$ cat src/rtl/interface_demux.sv
`default_nettype none
// ============================================================================
// Module   : interface_demux
// Brief    : Switch-core egress distributor, shared queue -> four tx port FIFOs
// Revision : 1.0
// ============================================================================
module interface_demux #(
   parameter int TX_DATA_DEPTH = 4096
) (
   input  logic        clk,
   input  logic        rst,
   output logic        ptr_sfifo_rd,
   input  logic [15:0] ptr_sfifo_dout,
   input  logic        ptr_sfifo_empty,
   output logic        sfifo_rd,
   input  logic [7:0]  sfifo_dout,
   output logic        tx_data_fifo_wr0,
   output logic        tx_data_fifo_wr1,
   output logic        tx_data_fifo_wr2,
   output logic        tx_data_fifo_wr3,
   output logic [7:0]  tx_data_fifo_din0,
   output logic [7:0]  tx_data_fifo_din1,
   output logic [7:0]  tx_data_fifo_din2,
   output logic [7:0]  tx_data_fifo_din3,
   input  logic [11:0] tx_data_fifo_cnt0,
   input  logic [11:0] tx_data_fifo_cnt1,
   input  logic [11:0] tx_data_fifo_cnt2,
   input  logic [11:0] tx_data_fifo_cnt3,
   output logic        tx_ptr_fifo_wr0,
   output logic        tx_ptr_fifo_wr1,
   output logic        tx_ptr_fifo_wr2,
   output logic        tx_ptr_fifo_wr3,
   output logic [15:0] tx_ptr_fifo_din0,
   output logic [15:0] tx_ptr_fifo_din1,
   output logic [15:0] tx_ptr_fifo_din2,
   output logic [15:0] tx_ptr_fifo_din3,
   input  logic        tx_ptr_fifo_full0,
   input  logic        tx_ptr_fifo_full1,
   input  logic        tx_ptr_fifo_full2,
   input  logic        tx_ptr_fifo_full3,
   output logic [15:0] frame_cnt,
   output logic [15:0] drop_cnt
);

   localparam logic [12:0] c_depth = 13'(TX_DATA_DEPTH);

   typedef enum logic [2:0] {
      S_IDLE    = 3'd0,
      S_PTR_RD  = 3'd1,
      S_PTR_CAP = 3'd2,
      S_CHECK   = 3'd3,
      S_XFER    = 3'd4,
      S_TAIL    = 3'd5,
      S_PTR_OUT = 3'd6,
      S_DRAIN   = 3'd7
   } state_t;

   state_t      r_state;
   state_t      w_state_next;
   logic [15:0] r_desc;
   logic [10:0] r_remaining;
   logic        r_xfer_d;
   logic [15:0] r_frame_cnt;
   logic [15:0] r_drop_cnt;

   logic [3:0]        w_map;
   logic [10:0]       w_len;
   logic [3:0][11:0]  w_cnt;
   logic [3:0]        w_full;
   logic [3:0]        w_port_ok;
   logic [3:0]        w_data_wr;
   logic [3:0]        w_ptr_wr;
   logic [10:0]       w_cap_len;
   logic              w_last;

   assign w_map     = r_desc[14:11];
   assign w_len     = r_desc[10:0];
   assign w_cnt     = {tx_data_fifo_cnt3, tx_data_fifo_cnt2, tx_data_fifo_cnt1, tx_data_fifo_cnt0};
   assign w_full    = {tx_ptr_fifo_full3, tx_ptr_fifo_full2, tx_ptr_fifo_full1, tx_ptr_fifo_full0};
   assign w_cap_len = ptr_sfifo_dout[10:0];
   assign w_last    = (r_remaining == 11'd1);

   // Unselected ports never block; the sum is 13 bits so a nearly full FIFO cannot wrap.
   generate
      for (genvar i = 0; i < 4; i++) begin : g_port_ok
         assign w_port_ok[i] = ~w_map[i] |
                               ((({1'b0, w_cnt[i]} + {2'b00, w_len}) <= c_depth) & ~w_full[i]);
      end
   endgenerate

   always_ff @(posedge clk) begin
      if (rst) begin
         r_state <= S_IDLE;
      end else begin
         r_state <= w_state_next;
      end
   end

   always_comb begin
      w_state_next = r_state;
      case (r_state)
         S_IDLE:    if (!ptr_sfifo_empty) w_state_next = S_PTR_RD;
         S_PTR_RD:  w_state_next = S_PTR_CAP;
         S_PTR_CAP: begin
            if (w_cap_len == 11'd0)
               w_state_next = S_IDLE;
            else if (ptr_sfifo_dout[15] || (ptr_sfifo_dout[14:11] == 4'd0))
               w_state_next = S_DRAIN;
            else
               w_state_next = S_CHECK;
         end
         S_CHECK:   if (&w_port_ok) w_state_next = S_XFER;
         S_XFER:    if (w_last) w_state_next = S_TAIL;
         S_TAIL:    w_state_next = S_PTR_OUT;
         S_PTR_OUT: w_state_next = S_IDLE;
         S_DRAIN:   if (w_last) w_state_next = S_IDLE;
         default:   w_state_next = S_IDLE;
      endcase
   end

   always_ff @(posedge clk) begin
      if (rst) begin
         r_desc      <= 16'd0;
         r_remaining <= 11'd0;
         r_xfer_d    <= 1'b0;
         r_frame_cnt <= 16'd0;
         r_drop_cnt  <= 16'd0;
      end else begin
         // Delayed read strobe lines up with the byte the standard-read FIFO presents next cycle.
         r_xfer_d <= (r_state == S_XFER);
         if (r_state == S_PTR_CAP) begin
            r_desc      <= {1'b0, ptr_sfifo_dout[14:0]};
            r_remaining <= w_cap_len;
         end else if ((r_state == S_XFER) || (r_state == S_DRAIN)) begin
            r_remaining <= r_remaining - 11'd1;
         end
         if (r_state == S_PTR_OUT)
            r_frame_cnt <= r_frame_cnt + 16'd1;
         if (((r_state == S_PTR_CAP) && (w_cap_len == 11'd0)) ||
             ((r_state == S_DRAIN) && w_last))
            r_drop_cnt <= r_drop_cnt + 16'd1;
      end
   end

   assign ptr_sfifo_rd = (r_state == S_PTR_RD);
   assign sfifo_rd     = (r_state == S_XFER) || (r_state == S_DRAIN);
   assign w_data_wr    = {4{r_xfer_d}} & w_map;
   assign w_ptr_wr     = {4{r_state == S_PTR_OUT}} & w_map;

   assign tx_data_fifo_wr0  = w_data_wr[0];
   assign tx_data_fifo_wr1  = w_data_wr[1];
   assign tx_data_fifo_wr2  = w_data_wr[2];
   assign tx_data_fifo_wr3  = w_data_wr[3];
   assign tx_data_fifo_din0 = sfifo_dout;
   assign tx_data_fifo_din1 = sfifo_dout;
   assign tx_data_fifo_din2 = sfifo_dout;
   assign tx_data_fifo_din3 = sfifo_dout;
   assign tx_ptr_fifo_wr0   = w_ptr_wr[0];
   assign tx_ptr_fifo_wr1   = w_ptr_wr[1];
   assign tx_ptr_fifo_wr2   = w_ptr_wr[2];
   assign tx_ptr_fifo_wr3   = w_ptr_wr[3];
   assign tx_ptr_fifo_din0  = r_desc;
   assign tx_ptr_fifo_din1  = r_desc;
   assign tx_ptr_fifo_din2  = r_desc;
   assign tx_ptr_fifo_din3  = r_desc;
   assign frame_cnt         = r_frame_cnt;
   assign drop_cnt          = r_drop_cnt;

endmodule
`default_nettype wire

$ cat config.mk
export PLATFORM = sky130hd
export DESIGN_NAME = interface_demux
export DESIGN_NICKNAME = d
export VERILOG_FILES = /design/src/rtl/interface_demux.sv
export SDC_FILE = /design/constraint.sdc
export NUM_CORES = 1
export LEC_CHECK = 0
export CAP_MARGIN = 20
export CORE_MARGIN = 2
export CORE_UTILIZATION = 45
export DETAILED_ROUTE_END_ITERATION = 16
export MAX_ROUTING_LAYER = met4
export PLACE_DENSITY_LB_ADDON = 0.05
export SYNTH_ARGS = -nofsm -noshare
export SYNTH_HDL_FRONTEND = slang
export SYNTH_SLANG_ARGS = --single-unit
$ cat constraint.sdc
create_clock -name clk -period 3.9 [get_ports clk]
set_input_delay 0.78 -clock clk [delete_from_list [all_inputs] [get_ports clk]]
set_output_delay 0.78 -clock clk [all_outputs]
set_load 0.1 [all_outputs]
==> flow_summary.json <==
{
  "outcome": "finished clean",
  "drv_cap": 0,
  "synthesis.area_um2": 5470,
  "layout_setup_ws_ps": 238,
  "place.detailed.hpwl_um": 12500,
  "grt_first_pass_wirelength_um": 24800,
  "final_area_um2": 7080,
  "cts.clk_slew.worst_paths_ps": 50,
  "hold_class": "register to register",
  "crit_fanout": 3,
  "antenna_left": 0,
  "die_h_um": 114,
  "cp.required_ps": 4090,
  "syn_to_final_growth_pct": 29.3,
  "initial_utilization_pct": 45.8,
  "mostFrequentLayoutCells": "142 x clkdlybuf4s50_1, 75 x nand2_1, 68 x a21oi_1",
  "grt_max_degree": 36,
  "finalMaxSlewViolations": 0,
  "power.leakage_nw": 2.89,
  "htreeDepth": 3,
  "synth.distinct_cells": 62,
  "seq_area_frac_synth_pct": 22.7,
  "num_vias": 5362,
  "setup.worst_path.end_class": "register",
  "yosysTopAreaCellShare_pct": 22.7,
  "worstSetupPathType": "primary input to register",
  "cts_setup_buffers": 0,
  "ios": 217,
  "setup_violations": 0,
  "synth_edf_count": 0,
  "final_util_pct": 59.2,
  "dr.pass1.iters": 5,
  "cts_sinks": 62,
  "cp_data_arrival_time_ps": 3850,
  "antenna_found_initial": 0,
  "cts_buffers": 9,
  "holdWs_ps": 503,
  "place_area_um2": 6740,
  "num-fill-cells": 1065,
  "final_common_cell": "clkdlybuf4s50_1",
  "fin_skew_ps": 6.89,
  "postSynthAreaPerCell_um2": 7.63,
  "clockRootBuffer": "clkbuf_16",
  "fmax_mhz": 273,
  "hold_violations": 0,
  "numPortBuffers": 172,
  "dieArea_um2": 13100,
  "routed_via_density": 5.51,
  "drt_iter0_markers": 312,
  "cts_tree": "done",
  "yosys.area.top_type": "dfxtp_1",
  "n_antenna_cell": 0,
  "overflow": 0,
  "worst_pin_slew_ps": 1020,
  "grt_pass1_vias": 4917,
  "post_drt_wl_per_cell_um": 16.4,
  "die_w_um": 114,
  "place_inst": 957,
  "place_congestion": 0.931,
  "drive_gt1_share_pct": 9.07,
  "yosys-top-cells-area": "dfxtp_1 23%, buf_4 11%, ha_1 11%",
  "ys_warn_count": 0,
  "rsz0062_at_grt": "false",
  "tns_ps": 0,
  "slew_headroom_pct": 31.4,
  "syn_inst": 717,
  "final_nets": 953,
  "peakVddDrop_mv": 0.301,
  "drc": 0,
  "drt_wl_total_um": 16000,
  "start_kind": "primary input",
  "synthFlopType": "dfxtp_1",
  "clock_latency_ps": 330,
  "layout_min_cycle_time_ps": 3660,
  "instances_no_fill": 974,
  "fin_crit_sh_pct": 93.9,
  "ys_ff_latch": 62,
  "fp.coreArea_um2": 12000,
  "p_total_mw": 3.94,
  "synthArstFlopShare_pct": 0,
  "ctsLongestPathBuffers": 2,
  "post-place-ws_ps": -203,
  "grt.total_usage_pct": 24.6,
  "powerDensity_nw_per_um2": 556,
  "num_rows": 40
}
-- worst paths after layout --
check,cells after the start,slack (ps),start,to
worst max-delay path,12,240,tx_data_fifo_cnt1[0],r_state[1]
worst max register to register,11,590,tx_ptr_fifo_din0[0],r_state[1]
worst min-delay path,2,500,drop_cnt[13],drop_cnt[13]
worst min register to register,2,500,drop_cnt[13],drop_cnt[13]
-- power breakdown --
part,leakage [nW],switching (mW),internal [mW]
logic,2.24,1.58,0.691
registers,0.502,0.145,0.717
clock network,0.143,0.285,0.515
total,2.89,2.01,1.92
-- logic make-up after synthesis --
logic type	Yosys count	share of synthesized area (%)
AO/OA/AOI/OAI	185	20.9
multiplexers	8	1.49
adder cells (fa/ha/maj)	52	12.4
AND/OR/NAND/NOR	253	23.1
other	1	0.0685
flip-flops	62	22.7
buffers and inverters	123	14.0
XOR/XNOR	33	5.28
-- area by class of cell --
class | instances | area, um2 | share of cell area [%]
Timing Repair Buffer | 185 | 1750 | 24.7
Clock buffer | 12 | 246 | 3.48
Tap cell | 147 | 184 | 2.60
Clock inverter | 4 | 55.1 | 0.778
Inverter | 29 | 109 | 1.54
Multi-Input combinational cell | 535 | 3500 | 49.4
Sequential cell | 62 | 1240 | 17.5
-- worst max-delay path, cell delays in order --
cell and delay, ps:
clkdlybuf4s50_1 410, ha_1 230, fa_1 420, xor2_1 180, a2111oi_0 420, o2111ai_1 180
nor2_1 170, a31oi_1 100, a2111o_1 440, nor4_2 280, buf_4 180, o22ai_1 70
-- repair_timing --
item,4_1_cts,5_1_grt
setup endpoints to repair,0,3
hold buffers,0,0
gates resized for setup,0,5
-- cell usage after synthesis (2+ instances only) --
cell type,instances
buf_4,81
nand2_1,75
a21oi_1,68
nor2_1,67
dfxtp_1,62
ha_1,48
o21ai_0,40
inv_1,29
xnor2_1,17
a31oi_1,16
or3_1,16
xor2_1,16
nand3_1,14
a21o_1,12
clkbuf_1,12
and2_1,11
nor3_1,11
and3_1,10
nand2b_1,9
nand4_1,8
nor4_1,8
o211ai_1,8
mux2i_1,7
a2111oi_0,6
nor2b_1,5
a211oi_1,4
fa_1,4
nor3b_1,4
o21bai_1,4
o2111ai_1,3
o22ai_1,3
or2_2,3
a21boi_0,2
a221oi_1,2
nand3b_1,2
o21a_1,2
o31ai_1,2
or3b_2,2
-- sequential cells by signal, summed over array words and instances (netlist names) --
signal	count
drop_cnt	16
frame_cnt	16
r_remaining	11
r_state	3
r_xfer_d	1
tx_ptr_fifo_din0	15
-- layer usage --
layer	global-route usage, %	share of wire (%)	up-vias
met5	-	0	-
met4	7.32	2.1	0
met1	30.8	44	2458
met3	3.97	6.2	28
met2	40.9	47	192
li1	-	-	2684
Power figures use the tool's default switching activity.
==> patch 1, RTL diff (config.mk and constraints unchanged) <==
The parameter `TX_DATA_DEPTH` goes from 4096 to 2048.
--- a/src/rtl/interface_demux.sv
+++ b/src/rtl/interface_demux.sv
@@ -7,3 +7,3 @@
 module interface_demux #(
-   parameter int TX_DATA_DEPTH = 4096
+   parameter int TX_DATA_DEPTH = 2048
 ) (
Function: changed (Yosys sat finds a counterexample within 10 cycles, from zero or initial values and one cycle with rst high).
==> patch 1 against the unedited design <==
Synthesized area increased by 0.82%; first-iteration DRC count increased by 35%; power increased by 12%; worst hold slack got worse by 0.0030 ns; combinational power increased by 19%; wire length increased by 5.0%; sequential cell count unchanged; setup slack got worse by 0.067 ns; design area increased by 2.8%; critical path type unchanged; highest routed layer unchanged.
==> patch 1: results (changes against the unedited design) <==
* Met2 Use GR at 0.437 (+0.0280)
* NetSw at 2.31 mW (+15%)
* Status: finished clean
* DP Wirelength at 12900 um (+4.0%)
* Post-Synth Adder-Cell Area at 0.123 (-0.00102)
* Hold Path Origin: drop_cnt[15]
* Hold WS at 0.500 ns (-0.00295 ns)
* Worst Hold Path EP: drop_cnt[15]
* Multiplexer share of the synthesized area at 0.0111 (-0.00375)
* Layout Cells excl Fill at 969 (-0.51%)
* Post-Syn Instances at 704 (-1.8%)
* Share of cells above drive strength 1 at 0.113 (+0.0224)
* Compound-Gate Fraction of Synth Area at 0.180 (-0.0291)
* Flop pwr share at 0.203 (-0.016)
* Setup slack, reg-to-reg at 0.43 ns (-0.16 ns)
* Dpl cells at 951 (-0.63%)
* Synth cell types at 67 (+8.1%)
* Slowest-stage cell, CP: or4_1
* Routed wire per std cell at 17.3 um (+5.5%)
* Placed Area at 6880 um2 (+2.0%)
* Relative slew slack at 0.334 (+0.0201)
* Worst Clk Skew at 0.00616 ns (-0.000725 ns)
* Post-place setup slack at -0.305 ns (-0.102 ns)
* Post-synth top cells: buf_4 (81), nand2_1 (81), dfxtp_1 (62)
* Crit path DAT at 3.98 ns (+0.13 ns)
* DR WL met2 at 8060 um (+6.6%)
* Vias per cell at 5.59 (+1.5%)
* Peak supply drop at 0.372 mV (+23%)
* Pin count of the biggest net entering global routing at 40 (+11%)
* Metal3 WL at 1020 um (+4.1%)
* Leakage at 2.99 nW (+3.6%)
* Wl on met1 at 7160 um (+1.2%)
* XOR/XNOR Fraction of Synth Area at 0.0873 (+0.0345)
* Gp weighted congestion at 0.884 (-5.1%)
* Gr usage total at 0.260 (+0.0142)
* Sequential element share of the synthesized area at 0.225 (-0.00185)
-- patch 1: changes by cell type after synthesis, sizes merged, moves of 10 or more --
cell,before,now
xor2,16,34
inv,29,9
a21oi,68,57
nor2,67,56
nand4,9,20
or3,17,7
o21ai,40,24
-- patch 1: cell type report --
class	instances	area, um2
Clock inverter	5	57.6
Tap cell	147	184
Sequential cell	62	1240
Timing Repair Buffer	202	1900
Multi-Input combinational cell	533	3610
Fill cell	1109	4740
Clock buffer	11	253
Inverter	9	33.8
-- patch 1: how the worst max path moves through the flow --
stage                               startpoint    endpoint  slack [ns]  cells after the start
after detailed placement  tx_data_fifo_cnt1[0]  r_state[2]       -0.30                     12
final                     tx_data_fifo_cnt1[1]  r_state[2]        0.17                     11
after global routing      tx_data_fifo_cnt1[8]  r_state[2]        0.01                     11
after floorplan            tx_ptr_fifo_din0[4]  r_state[2]        0.23                     11
after global placement    tx_data_fifo_cnt1[0]  r_state[2]       -0.25                     12
after CTS                 tx_data_fifo_cnt1[0]  r_state[2]        0.03                     12
==> patch 2, RTL diff (same flow settings) <==
Without the edit above. Put one more register stage on the output `drop_cnt`, with the module's reset. The value now appears one clock later. The other outputs are not delayed to match.
--- a/src/rtl/interface_demux.sv
+++ b/src/rtl/interface_demux.sv
@@ -166,3 +166,9 @@
    assign frame_cnt         = r_frame_cnt;
-   assign drop_cnt          = r_drop_cnt;
+   always_ff @(posedge clk) begin
+      if (rst) begin
+         drop_cnt <= '0;
+      end else begin
+         drop_cnt <= r_drop_cnt;
+      end
+   end
 
Check against the original RTL: not equivalent (a bounded check fails within 4 cycles, from zero or initial values and one cycle with rst high).
==> patch 2 against the unedited design <==
Wire length increased by 5.8%; core utilization decreased by 0.17 points; die area increased by 8.7%; first-iteration DRC count increased by 8.3%; sequential cell count increased by 16; setup slack improved by 0.0053 ns; synthesized area increased by 9.0%; clock power increased by 19%; clock skew decreased by 0.0033 ns; design area increased by 9.1%; power decreased by 23%; critical path depth decreased by 1.
==> patch 2: results (changes against the unedited design) <==
* Peak supply drop at 0.420 mV (+39%)
* Synth cell types at 67 (+8.1%)
* Crit path DAT at 3.83 ns (-0.02 ns)
* Repair and plain buffers at 192 (+3.8%)
* Gr usage total at 0.240 (-0.00611)
* Sequential element share of the synthesized area at 0.262 (+0.0350)
* Status: finished clean
* Post-synth top cells: buf_4 (82), dfxtp_1 (78), nor2_1 (70)
* DP Wirelength at 13000 um (+4.8%)
* Fraction of area in registers at 0.202 (+0.0269)
* Routed WL at 16900 um (+5.8%)
* Post-layout nets at 980 (+2.8%)
* Multi-input logic area at 3670 um2 (+5.1%)
* Vias in the first global route at 5481 (+11%)
* Post-Synth Adder-Cell Area at 0.114 (-0.0103)
* Hold Path Origin: r_drop_cnt[10]
* Slowest-stage cell, CP: clkdlybuf4s50_1
* P&R area growth vs syn at 29.4% (about the same)
* First DRT Iteration DRCs at 338 (+8.3%)
* Metal3 WL at 862 um (-12%)
* Clkbuf count at 10 (-2)
* Dominant cells by area after synthesis: dfxtp_1 (26%), buf_4 (10%), ha_1 (10%)
* Power density over the cells at 393 nW/um2 (-29%)
* Met1 global-route usage at 0.271 (-0.0371)
* Multiplexer share of the synthesized area at 0.0101 (-0.00479)
[patch 2: changes by cell type after synthesis, sizes merged, moves of 5 or more]
cell and change:
inv -8, nand2 -12, or4 +5, nor2b +12, nand2b -6, o21a +5, o211ai +5, or3 -6
clkbuf +9, nand3 +7, dfxtp +16, xor2 +10, a21oi -16
[patch 2: power by group]
part | internal, mW | total (mW) | switching, mW
Clock | 0.641 | 0.956 | 0.315
Combinational | 0.381 | 1.17 | 0.788
Sequential | 0.839 | 0.908 | 0.0693
Total | 1.86 | 3.03 | 1.17
[patch 2: stage by stage]
stage,std cells,utilization,worst slack (ns),hold WS [ns]
floorplan,751,-,0.178,0.436
global placement,1013,0.559,-0.179,0.455
detailed placement,1013,0.559,-0.277,0.470
CTS,1029,0.586,0.0882,0.480
global route,1030,0.590,0.0595,0.501
finish,1030,0.590,0.243,0.478
